[src/rtl/drop_sequencer.sv]
// -----------------------------------------------------------------------------
// drop_sequencer
//
// Purpose:
//   Sequences one passenger drop. On a request it waits for a sensor sample,
//   hands the latched sample and the current limit to the display/drop block
//   for one evaluation cycle, then either opens the drop door for DROP_CYCLES
//   cycles or holds the reject display for HOLD_CYCLES cycles. The verdict
//   comes only from drop_activated; this block never compares values itself.
//
// Ports:
//   clk            single clock, all state updates on the rising edge
//   rst            synchronous active-high reset
//   req            drop request, level sampled every cycle while idle
//   cfg_we         limit write strobe, only honoured while idle
//   cfg_lim        new limit (8.8 unsigned)
//   sens_valid     sensor sample valid
//   sens_data      sensor sample (8.8 unsigned)
//   sens_ready     high while waiting for a sample
//   drop_activated verdict from the display/drop block, sampled at end of EVAL
//   t_act          latched sample, held until the next accepted sample
//   t_lim          current limit
//   drop_en        evaluation/display enable (EVAL, DROP, REJECT)
//   door_open      drop door actuator (DROP only)
//   busy           high whenever the sequencer is not idle
//   err_timeout    one-cycle pulse when the sample wait expires
//   drop_count     accepted drops, saturating at 255
//   reject_count   rejected drops, saturating at 255
// -----------------------------------------------------------------------------
module drop_sequencer #(
  parameter int unsigned DROP_CYCLES = 50,
  parameter int unsigned HOLD_CYCLES = 20,
  parameter int unsigned TIMEOUT     = 100,
  parameter logic [15:0] LIM_RST     = 16'h1900
) (
  input  logic        clk,
  input  logic        rst,
  input  logic        req,
  input  logic        cfg_we,
  input  logic [15:0] cfg_lim,
  input  logic        sens_valid,
  input  logic [15:0] sens_data,
  output logic        sens_ready,
  input  logic        drop_activated,
  output logic [15:0] t_act,
  output logic [15:0] t_lim,
  output logic        drop_en,
  output logic        door_open,
  output logic        busy,
  output logic        err_timeout,
  output logic [7:0]  drop_count,
  output logic [7:0]  reject_count
);

  localparam logic [2:0] S_IDLE   = 3'd0;
  localparam logic [2:0] S_WAIT   = 3'd1;
  localparam logic [2:0] S_EVAL   = 3'd2;
  localparam logic [2:0] S_DROP   = 3'd3;
  localparam logic [2:0] S_REJECT = 3'd4;

  // The timer counts from zero on state entry, so the last cycle of an
  // N-cycle state is the one where the timer reads N-1.
  localparam logic [15:0] DROP_LAST    = 16'(DROP_CYCLES - 1);
  localparam logic [15:0] HOLD_LAST    = 16'(HOLD_CYCLES - 1);
  localparam logic [15:0] TIMEOUT_LAST = 16'(TIMEOUT - 1);

  logic [2:0]  state;
  logic [15:0] timer;

  // Every actuator and handshake output is a pure decode of the registered
  // state, so none of them can follow a glitch on an input.
  assign sens_ready = (state == S_WAIT);
  assign door_open  = (state == S_DROP);
  assign drop_en    = (state == S_EVAL) || (state == S_DROP) || (state == S_REJECT);
  assign busy       = (state != S_IDLE);

  // Main sequencer: state, cycle timer, latched sample, limit register and
  // the two saturating counters. Reset wins over every other input. In the
  // sample wait a handshake is checked before the timeout so that a sample
  // arriving on the very last allowed cycle is still accepted without an
  // error pulse. Counters bump on the EVAL exit edge, i.e. on entry to the
  // DROP or REJECT state.
  always_ff @(posedge clk) begin
    if (rst) begin
      state        <= S_IDLE;
      timer        <= '0;
      t_act        <= '0;
      t_lim        <= LIM_RST;
      drop_count   <= '0;
      reject_count <= '0;
      err_timeout  <= 1'b0;
    end else begin
      err_timeout <= 1'b0;
      case (state)
        S_IDLE: begin
          if (cfg_we) t_lim <= cfg_lim;
          if (req) begin
            state <= S_WAIT;
            timer <= '0;
          end
        end
        S_WAIT: begin
          if (sens_valid && sens_ready) begin
            t_act <= sens_data;
            state <= S_EVAL;
            timer <= '0;
          end else if (timer == TIMEOUT_LAST) begin
            state       <= S_IDLE;
            timer       <= '0;
            err_timeout <= 1'b1;
          end else begin
            timer <= timer + 16'd1;
          end
        end
        S_EVAL: begin
          timer <= '0;
          if (drop_activated) begin
            state <= S_DROP;
            if (drop_count != 8'hFF) drop_count <= drop_count + 8'd1;
          end else begin
            state <= S_REJECT;
            if (reject_count != 8'hFF) reject_count <= reject_count + 8'd1;
          end
        end
        S_DROP: begin
          if (timer == DROP_LAST) begin
            state <= S_IDLE;
            timer <= '0;
          end else begin
            timer <= timer + 16'd1;
          end
        end
        S_REJECT: begin
          if (timer == HOLD_LAST) begin
            state <= S_IDLE;
            timer <= '0;
          end else begin
            timer <= timer + 16'd1;
          end
        end
        default: begin
          state <= S_IDLE;
          timer <= '0;
        end
      endcase
    end
  end

endmodule

[config.mk]
export PLATFORM = sky130hd
export DESIGN_NAME = drop_sequencer
export DESIGN_NICKNAME = d
export VERILOG_FILES = /design/src/rtl/drop_sequencer.sv
export SDC_FILE = /design/constraint.sdc
export NUM_CORES = 1
export LEC_CHECK = 0
export BUFFER_PORTS_ARGS = -buffer_cell sky130_fd_sc_hd__clkbuf_2
export CORE_MARGIN = 2
export CORE_UTILIZATION = 54
export CTS_CLUSTER_SIZE = 20
export DETAILED_ROUTE_END_ITERATION = 7
export PLACE_DENSITY = 0.84
export REMOVE_ABC_BUFFERS = 1
export SLEW_MARGIN = 40
export SYNTH_ARGS = -nofsm -noshare
export SYNTH_HDL_FRONTEND = slang
export SYNTH_SLANG_ARGS = --single-unit
[constraint.sdc]
create_clock -name clk -period 4.6 [get_ports clk]
set_input_delay 0.46 -clock clk [delete_from_list [all_inputs] [get_ports clk]]
set_output_delay 0.46 -clock clk [all_outputs]
set_load 0.01 [all_outputs]
==> run summary, run 1 <==
Dominant delay contributor by cell family on the critical path: flip-flops
WP data required: 4140 ps
TritonRoute pass-1 iters: 4
Syn Inst Count: 343
Die ar.: 6000 um2
RSZ-0062 raised after global routing: no
Share of layout cells above drive strength 1: 27.9%
Clock Latency Late Sink: 340 ps
Crit path cell chain: inv_1 -> nor3b_2 -> clkbuf_2
Crit Path Class: register to output pin
Global-route wire length before repair: 11,100 um
Die extent in y: 77.4 um
Starting density of the core: 56.3%
Final wirelength: 6640 um
IO Port Bufs: 90
IO Count: 91
Max VDD drop: 0.299 mV
Layout Nets: 471
Num CTS Buffers: 9
Largest net degree at the start of global routing: 57
Gr usage total: 23.1%
Initial antenna violation count: 0
CP endpoint kind: output pin
Largest fanout on the critical path: 7
Yosys warns: 0
RD Place Congestion: 0.782
Peak Freq: 0.523 GHz
Final hold vios: 0
Final setup violation count: 0
Yosys cell types: 44
Placeable Area: 5170 um2
Fill cells: 457
Drt initial violations: 118
Buffer levels on the longest clock path: 2
Worst-path clk slew: 70 ps
Syn avg cell area: 8.49 um2
Critical Path Start Type: register
Seq. cell area: 1360 um2
Synthesized cell area: 2910 um2
Multi-input gate area: 1450 um2
Area contributors post-synth: dfxtp_1 47%, nand2_1 9.9%, a21oi_1 6.0%
Vias in the first global route: 2,551
FF+latch count, synth: 68
Die width: 77.4 um
EDFF count, synth: 0
Post-Route Skew: 4.81 ps
Max-slew violations: 0
CP max stage delay: 450 ps
CTS tree: done
Hold crit path type: primary input to register
Finished Layout Cells: 504
Setup TNS: 0 ps
Area leader, netlist: dfxtp_1
Bufs and invs on worst path: 2
Sink Count: 68
Status: finished clean
Placed wire-length estimate: 4700 um
Crit path DAT: 1450 ps
DRT antenna net count: 0
GR Overflow Total: 0
Final worst path period share: 41.6%
Slew headroom: 52.7%
DRC violations left: 0
Core Rows: 26
MaxCap Viol Count: 0
Leak: 1.44 nW
Post-CTS Hold Buffers: 0
Clock Root Buffer: clkbuf_8
Pwr/cell area: 364 nW/um2
Slowest CP cell: dfxtp_1
Seq/Total Area, Yosys: 46.7%
Vias: 2,635
Dpl cells: 488
Inserted Diodes: 0
Vias/cell: 5.23
H-tree levels: 3
Post CTS Setup Buffer Count: 0
Yosys top cell area share: 46.7%
Area grow syn2layout: 22.9%
Post-cts resize count: 0
Worst-Margin Slew: 707 ps
Fin crit period: 1910 ps
Primary FF master, synth: dfxtp_1
Ys async rst share: 0%
DR WL/cell: 13.2 um
==> stage by stage <==
stage          worst slack (ps)  util, %  power [W]  hold WS (ps)  instance area, um2
6_report                   2690     69.2    0.00130           336                3580
2_1_floorplan              2930        -   0.000751           467                2840
3_3_place_gp               2810     65.4   0.000824           441                3380
3_5_place_dp               2750     65.4   0.000829           449                3380
5_1_grt                    2560     69.2    0.00136           327                3580
4_1_cts                    2660     69.2    0.00131           326                3580
==> synth_stat cells (all sizes together) (2+ instances only) <==
master and number:
o21ai 3, xor2 9, nand3 11, and4b 2, nand2 77, a21oi 35
nor3 9, ha 4, and3 4, and2 2, dfxtp 68, nand4 12
o211ai 2, nor2 38, nor3b 3, nor4 3, buf 6, mux2i 2
nand3b 3, xnor2 16, or3 2, inv 7, clkbuf 10
==> final cells by class <==
type	instances	share of cell area, %
flip-flops and latches	68	38.0
clock buffers	15	4.65
clock inverters	1	0.839
repair buffers	91	12.8
well taps	70	2.45
multi-input cells	252	40.5
inverters	7	0.734
==> tightest hold or removal path, cell delays in order <==
cell      delay, ps
clkbuf_2         80
nand2_1          40
a21oi_1          50
==> sequential cells by signal, summed over array words and instances (netlist names) <==
register / flops
reject_count: 8
drop_count: 8
timer: 16
t_lim: 16
err_timeout: 1
state: 3
t_act: 16
==> logic make-up after synthesis <==
family                   count (synthesis)  synth area share [%]
flip-flops                              68                  46.7
AO/OA/AOI/OAI                           49                  10.3
buffers and inverters                   23                  3.44
multiplexers                             2                 0.687
AND/OR/NAND/NOR                        172                  29.6
XOR/XNOR                                25                  7.52
adder cells (fa/ha/maj)                  4                  1.72
==> worst paths after layout <==
path / from / endpoint / slack (ps) / depth (start not counted)
max reg2reg: timer[1] / timer[8] / 2740 / 6
min reg2reg: t_act[12] / t_act[12] / 450 / 2
max: state[1] / door_open / 2690 / 3
min: sens_data[1] / t_act[1] / 340 / 3
==> power breakdown <==
group	switching (W)	internal, W	total [W]
sequential	0.0000219	0.000618	0.000640
clock	0.000206	0.000281	0.000488
combinational	0.000107	0.0000678	0.000175
total	0.000336	0.000968	0.00130
==> routing by layer <==
layer | global-route usage, % | part of all wire (%)
met1 | 25.5 | 41
met2 | 42.1 | 53
met3 | 7.09 | 4.2
met4 | 7.50 | 1.6
met5 | 0 | 0
==> layout by cell type (no fill, tap or decap), drive strengths merged, types with 3 or more instances in the layout <==
master | synthesis | layout
nor2 | 38 | 38
nor3b | 3 | 3
and3 | 4 | 4
ha | 4 | 4
nand4 | 12 | 12
xnor2 | 16 | 16
nand3 | 11 | 11
nand2 | 77 | 77
nor3 | 9 | 9
nand3b | 3 | 3
o21ai | 3 | 3
nor4 | 3 | 3
dfxtp | 68 | 68
inv | 7 | 7
a21oi | 35 | 35
clkbuf | 10 | 105
xor2 | 9 | 9
Power figures use the tool's default switching activity.
==> run 2, diff against run 1 <==
--- a/config.mk
+++ b/config.mk
@@ -5,12 +5,13 @@
 export SDC_FILE = /design/constraint.sdc
 export NUM_CORES = 1
 export LEC_CHECK = 0
+export ABC_AREA = 1
 export BUFFER_PORTS_ARGS = -buffer_cell sky130_fd_sc_hd__clkbuf_2
 export CORE_MARGIN = 2
-export CORE_UTILIZATION = 54
+export CORE_UTILIZATION = 51
 export CTS_CLUSTER_SIZE = 20
 export DETAILED_ROUTE_END_ITERATION = 7
-export PLACE_DENSITY = 0.84
+export PLACE_DENSITY = 0.79
 export REMOVE_ABC_BUFFERS = 1
 export SLEW_MARGIN = 40
 export SYNTH_ARGS = -nofsm -noshare
==> constraint.sdc (replaced) <==
create_clock -name clk -period 1.92 [get_ports clk]
set_input_delay 0.192 -clock clk [delete_from_list [all_inputs] [get_ports clk]]
set_output_delay 0.192 -clock clk [all_outputs]
set_load 0.01 [all_outputs]
==> run 2 against run 1 <==
  * Final cell count is 17% higher
  * Flip-flop and latch count stayed put
  * First-iteration DRC count is 7.6% higher
  * Core utilization is 4.4 points lower
  * Power grew to 3.1 times the previous value
  * Worst setup slack worse by 2400 ps
  * Final area is 6.0% higher
  * Area after synthesis is 4.2% higher
  * Clock power grew to 2.9 times the previous value
  * Count of clock-buffer cells in the layout is 5 lower
  * Register-to-register slack worse by 2500 ps
  * Critical path type is now register to register
  * Via count is 11% higher
==> run summary, run 2 <==
Status: finished clean
IO Port Bufs: 90
Max VDD drop: 0.598 mV
Gr usage total: 21.2%
Hold crit path type: primary input to register
Die extent in y: 81.1 um
Largest fanout on the critical path: 12
Pwr/cell area: 1060 nW/um2
Vias/cell: 4.94
CP endpoint kind: register
TritonRoute pass-1 iters: 4
Initial antenna violation count: 0
Fin crit period: 1670 ps
CP max stage delay: 400 ps
WP data required: 2140 ps
Final worst path period share: 87.2%
Post-Synth XOR/XNOR Area: 2.89%
Yosys cell types: 34
Commonest cells post-synth: 99 x nand2_1, 68 x dfxtp_1, 65 x nor2_1
Syn avg cell area: 7.28 um2
Largest family of logic cells by synthesized area: simple AND/OR/NAND/NOR gates
Leak: 1.68 nW
Share of layout cells above drive strength 1: 27.1%
Most frequent cell after synthesis: nand2_1
Vias: 2,919
R2R Setup Slk: 250 ps
Crit Path Class: register to register
Slowest CP cell: dfxtp_1
Final setup violation count: 0
MaxCap Viol Count: 0
Compound-Gate Fraction of Synth Area: 11.8%
Buffer levels on the longest clock path: 2
Crit path DAT: 1900 ps
Final hold vios: 0
Slew headroom: 69.3%
Area leader, netlist: dfxtp_1
R2R depth: 10
Global-route wire length before repair: 10,800 um
DRC violations left: 0
Clock Root Buffer: clkbuf_8
Critical Path Start Type: register
Final wirelength: 6770 um
Seq/Total Area, Yosys: 44.8%
Worst-Margin Slew: 460 ps
IO Count: 91
Worst hold start: cfg_lim[8]
Area grow syn2layout: 25.0%
Post-Route Skew: 9.39 ps
Ys async rst share: 0%
Syn Inst Count: 417
Worst setup path startpoint: timer[0]
H-tree levels: 3
Simple-Gate Fraction of Synth Area: 32.4%
Adder-cell share of the synthesized area: 1.65%
Synthesized cell area: 3040 um2
Largest net degree at the start of global routing: 26
Critical R2R Launch: timer[0]
Crit path to: timer[13]
Num CTS Buffers: 9
Primary FF master, synth: dfxtp_1
DR WL/cell: 11.5 um
FF+latch count, synth: 68
Fill cells: 518
Sink Count: 68
Die ar.: 6580 um2
Most frequent cells in the layout: 99 x nand2_1, 90 x clkbuf_2, 68 x dfxtp_1
Core Rows: 28
Post-CTS Hold Buffers: 0
Vias in the first global route: 2,560
Layout Nets: 553
RD Place Congestion: 0.876
DRT antenna net count: 0
Hold WS: 47.9 ps
GR Overflow Total: 0
Yosys warns: 0
Clock Latency Late Sink: 340 ps
Inserted Diodes: 0
Post CTS Setup Buffer Count: 0
Largest registers: t_act: 16 flops, t_lim: 16 flops, timer: 16 flops
Mux contribution to synthesized area: 0%
Worst-path clk slew: 70 ps
Reg2reg end: timer[13]
Post-cts resize count: 0
Drt initial violations: 127
Crit path cell chain: ha_1 -> nand3_1 -> nor2_1 -> nand2_1 -> nand2_1 -> nand2_1 -> inv_1 -> nand2_2 -> nand2_2 -> nor2_1
Starting density of the core: 51.9%
Die width: 81.1 um
Placeable Area: 5850 um2
Placed wire-length estimate: 5040 um
Max-slew violations: 0
Most used cell along the critical path: nand2_1
Area contributors post-synth: dfxtp_1 45%, nand2_1 12%, nor2_1 8.0%
EDFF count, synth: 0
RSZ-0062 raised after global routing: no
Peak Freq: 0.597 GHz
Commonest non-fill, non-tap cell in the layout: nand2_1
CTS tree: done
Yosys top cell area share: 44.8%
Setup TNS: 0 ps
-- run 2: cell types whose count changed in the layout (fill, tap and decap cells not counted), moves of 4 or more --
| cell | delta |
|---|---|
| nor2_1 | +37 |
| and3_1 | -4 |
| nand3_1 | +6 |
| xor2_1 | -4 |
| o21ai_0 | +25 |
| nor3_1 | -5 |
| xnor2_1 | -11 |
| inv_1 | +23 |
| a21oi_1 | -5 |
| nand2_2 | +5 |
| nand2_1 | +22 |
| inv_2 | +4 |
-- run 2: routing by layer --
layer / part of all wire [%] / global-route usage, % / vias to the layer above
li1: - / - / 1528
met1: 44 / 26.8 / 1270
met2: 45 / 33.5 / 108
met3: 8.2 / 5.67 / 13
met4: 2.2 / 10.7 / 0
met5: 0 / 0 / -
-- run 2: worst max-delay path, delay by kind of cell, from the launching register on --
family / cells / cell delay [ps]
buffers and inverters: 1 / 60
adders and majority gates: 1 / 240
and+or+nand+nor: 8 / 860
DFF: 1 / 400
-- run 2: cell type report --
type | instances | area, um2 | share of cell area [%]
Clock buffer | 10 | 128 | 3.36
Clock inverter | 6 | 113 | 2.97
Inverter | 36 | 138 | 3.63
Multi-Input combinational cell | 302 | 1480 | 39.0
Sequential cell | 68 | 1360 | 35.9
Tap cell | 75 | 93.8 | 2.47
Timing Repair Buffer | 94 | 480 | 12.7
-- run 2: stage by stage --
stage | cells | util [%] | total power, W | setup WS (ps) | area [um2]
2_1_floorplan | 406 | - | 0.00230 | 451 | 2980
3_3_place_gp | 575 | 60.8 | 0.00264 | 320 | 3550
3_5_place_dp | 575 | 60.8 | 0.00267 | 262 | 3550
4_1_cts | 591 | 64.9 | 0.00408 | 249 | 3790
5_1_grt | 591 | 64.9 | 0.00427 | 87.5 | 3790
6_report | 591 | 64.9 | 0.00404 | 246 | 3790
-- run 2: cells by family after synthesis --
group	after synthesis
buffers and inverters	47
adder cells (fa/ha/maj)	4
XOR/XNOR	10
AO/OA/AOI/OAI	67
AND/OR/NAND/NOR	221
flip-flops	68
-- run 2: power breakdown --
group          internal, W  switching (W)  leakage (nW)
sequential         0.00157       0.000102         0.553
clock             0.000865       0.000542         0.120
combinational     0.000344       0.000614          1.01
total              0.00278        0.00126          1.68
-- run 2: worst min path at each step --
stage | cells after the start | to
after CTS | 3 | t_lim[8]
after detailed placement | 3 | t_lim[8]
after floorplan | 1 | drop_count[3]
after global routing | 3 | t_lim[8]
after global placement | 3 | t_lim[8]
final | 3 | t_lim[8]
==> run 3, diff against run 2 <==
--- a/config.mk
+++ b/config.mk
@@ -7,6 +7,7 @@
 export LEC_CHECK = 0
 export ABC_AREA = 1
 export BUFFER_PORTS_ARGS = -buffer_cell sky130_fd_sc_hd__clkbuf_2
+export CORE_ASPECT_RATIO = 0.8
 export CORE_MARGIN = 2
 export CORE_UTILIZATION = 51
 export CTS_CLUSTER_SIZE = 20
==> run 3 against run 2 <==
  * Combinational power barely moved
  * Global-route usage rose by 0.22 points
  * Critical path type unchanged
  * Fmax fell by 2.5%
==> run summary, run 3 (same netlist as run 2, synthesis figures left out) <==
Status: finished clean
Core Util, Final: 64.1%
Final hold vios: 0
Crit path cell chain: ha_1 -> nand3_1 -> nor2_1 -> nand2_1 -> nand2_1 -> nand2_1 -> inv_1 -> nand2_2 -> nand2_2 -> nor2_1
RSZ-0062 raised after global routing: no
Num CTS Buffers: 9
WP data required: 2130 ps
Layout Nets: 552
TritonRoute pass-1 iters: 4
CP max stage delay: 400 ps
Fill cells: 572
Vias: 2,940
Final wirelength: 6940 um
Crit Path Class: register to register
Gr usage total: 21.4%
IO Port Bufs: 90
GR Overflow Total: 0
Buffer levels on the longest clock path: 2
DRT antenna net count: 0
Share of layout cells above drive strength 1: 27.0%
Worst-path clk slew: 70 ps
Clock Root Buffer: clkbuf_8
Highest metal used: met4
Max-slew violations: 0
Final setup violation count: 0
Leak: 1.64 nW
CTS tree: done
Global-route wire length before repair: 11,400 um
Slew headroom: 68.2%
Placeable Area: 5820 um2
Largest registers: t_act: 16 flops, t_lim: 16 flops, timer: 16 flops
Peak Freq: 0.583 GHz
Crit path DAT: 1930 ps
Pwr/cell area: 985 nW/um2
Post-cts resize count: 0
R2R Setup Slk: 200 ps
DR WL/cell: 11.7 um
Post-Route Skew: 7.56 ps
Placed wire-length estimate: 5240 um
Inserted Diodes: 0
Post CTS Setup Buffer Count: 0
Area grow syn2layout: 22.9%
Critical Path Start Type: register
Post-CTS Hold Buffers: 0
Die extent in y: 73 um
Vias in the first global route: 2,574
H-tree levels: 3
Max VDD drop: 0.664 mV
Most frequent cells in the layout: 99 x nand2_1, 90 x clkbuf_2, 68 x dfxtp_1
Vias/cell: 4.94
CP endpoint kind: register
Commonest non-fill, non-tap cell in the layout: nand2_1
Setup TNS: 0 ps
Initial antenna violation count: 0
WL met2: 3100 um
Starting density of the core: 52.2%
Most used cell along the critical path: nand2_1
DRC violations left: 0
Slowest CP cell: dfxtp_1
Die ar.: 6590 um2
RD Place Congestion: 0.856
Worst-Margin Slew: 477 ps
Drt initial violations: 237
Met3 WL: 507 um
Clock Latency Late Sink: 330 ps
Die width: 90.3 um
Core Rows: 25
Fin crit period: 1720 ps
MaxCap Viol Count: 0
Final worst path period share: 89.4%
Hold crit path type: primary input to register
Largest net degree at the start of global routing: 26
IO Count: 91
Met1 WL: 3260 um
Sink Count: 68
Largest fanout on the critical path: 12
==> run 3: critical path, delay by kind of cell, from the launching register on <==
| family | cells | cell delay [ps] |
|---|---|---|
| DFF | 1 | 400 |
| adders and majority gates | 1 | 240 |
| and+or+nand+nor | 8 | 890 |
| buffers and inverters | 1 | 60 |
==> run 3: where the power goes <==
group / switching, W / total (W) / internal [W]
combinational: 0.000617 / 0.000955 / 0.000338
sequential: 0.000107 / 0.00168 / 0.00157
clock: 0.000515 / 0.00104 / 0.000527
==> run 3: metal layers <==
| metal | track usage, % | up-vias |
|---|---|---|
| met5 | 0 | - |
| met4 | 7.01 | 0 |
| met3 | 6.40 | 7 |
| met2 | 35.7 | 96 |
| met1 | 27.1 | 1312 |
| li1 | - | 1525 |
==> run 3: path summary, 6_finish.rpt <==
check,start,to,cells past startpoint
setup / recovery,timer[0],timer[13],10
setup reg to reg,timer[0],timer[13],10
hold / removal,cfg_lim[11],t_lim[11],3
hold reg to reg,t_lim[5],t_lim[5],2
==> run 3: cell type report <==
| cell class | instances | area (um2) | share of cell area, % |
|---|---|---|---|
| multi-input combinational | 302 | 1480 | 39.7 |
| sequential | 68 | 1360 | 36.5 |
| timing repair buffer | 93 | 473 | 12.7 |
| clock buffer | 11 | 151 | 4.06 |
| inverter | 36 | 138 | 3.69 |
| tap | 81 | 101 | 2.72 |
| clock inverter | 4 | 25.0 | 0.671 |
==> run 3: through the flow <==
| step | cell area (um2) | std cells | worst slack, ps | power [W] | hold slack (ps) |
|---|---|---|---|---|---|
| 2_1_floorplan | 2980 | 406 | 451 | 0.00230 | 261 |
| 3_3_place_gp | 3550 | 580 | 328 | 0.00264 | 392 |
| 3_5_place_dp | 3550 | 580 | 214 | 0.00267 | 402 |
| 4_1_cts | 3730 | 595 | 201 | 0.00371 | 49.3 |
| 5_1_grt | 3730 | 595 | 4.70 | 0.00390 | 51.1 |
| 6_report | 3730 | 595 | 204 | 0.00368 | 58.1 |
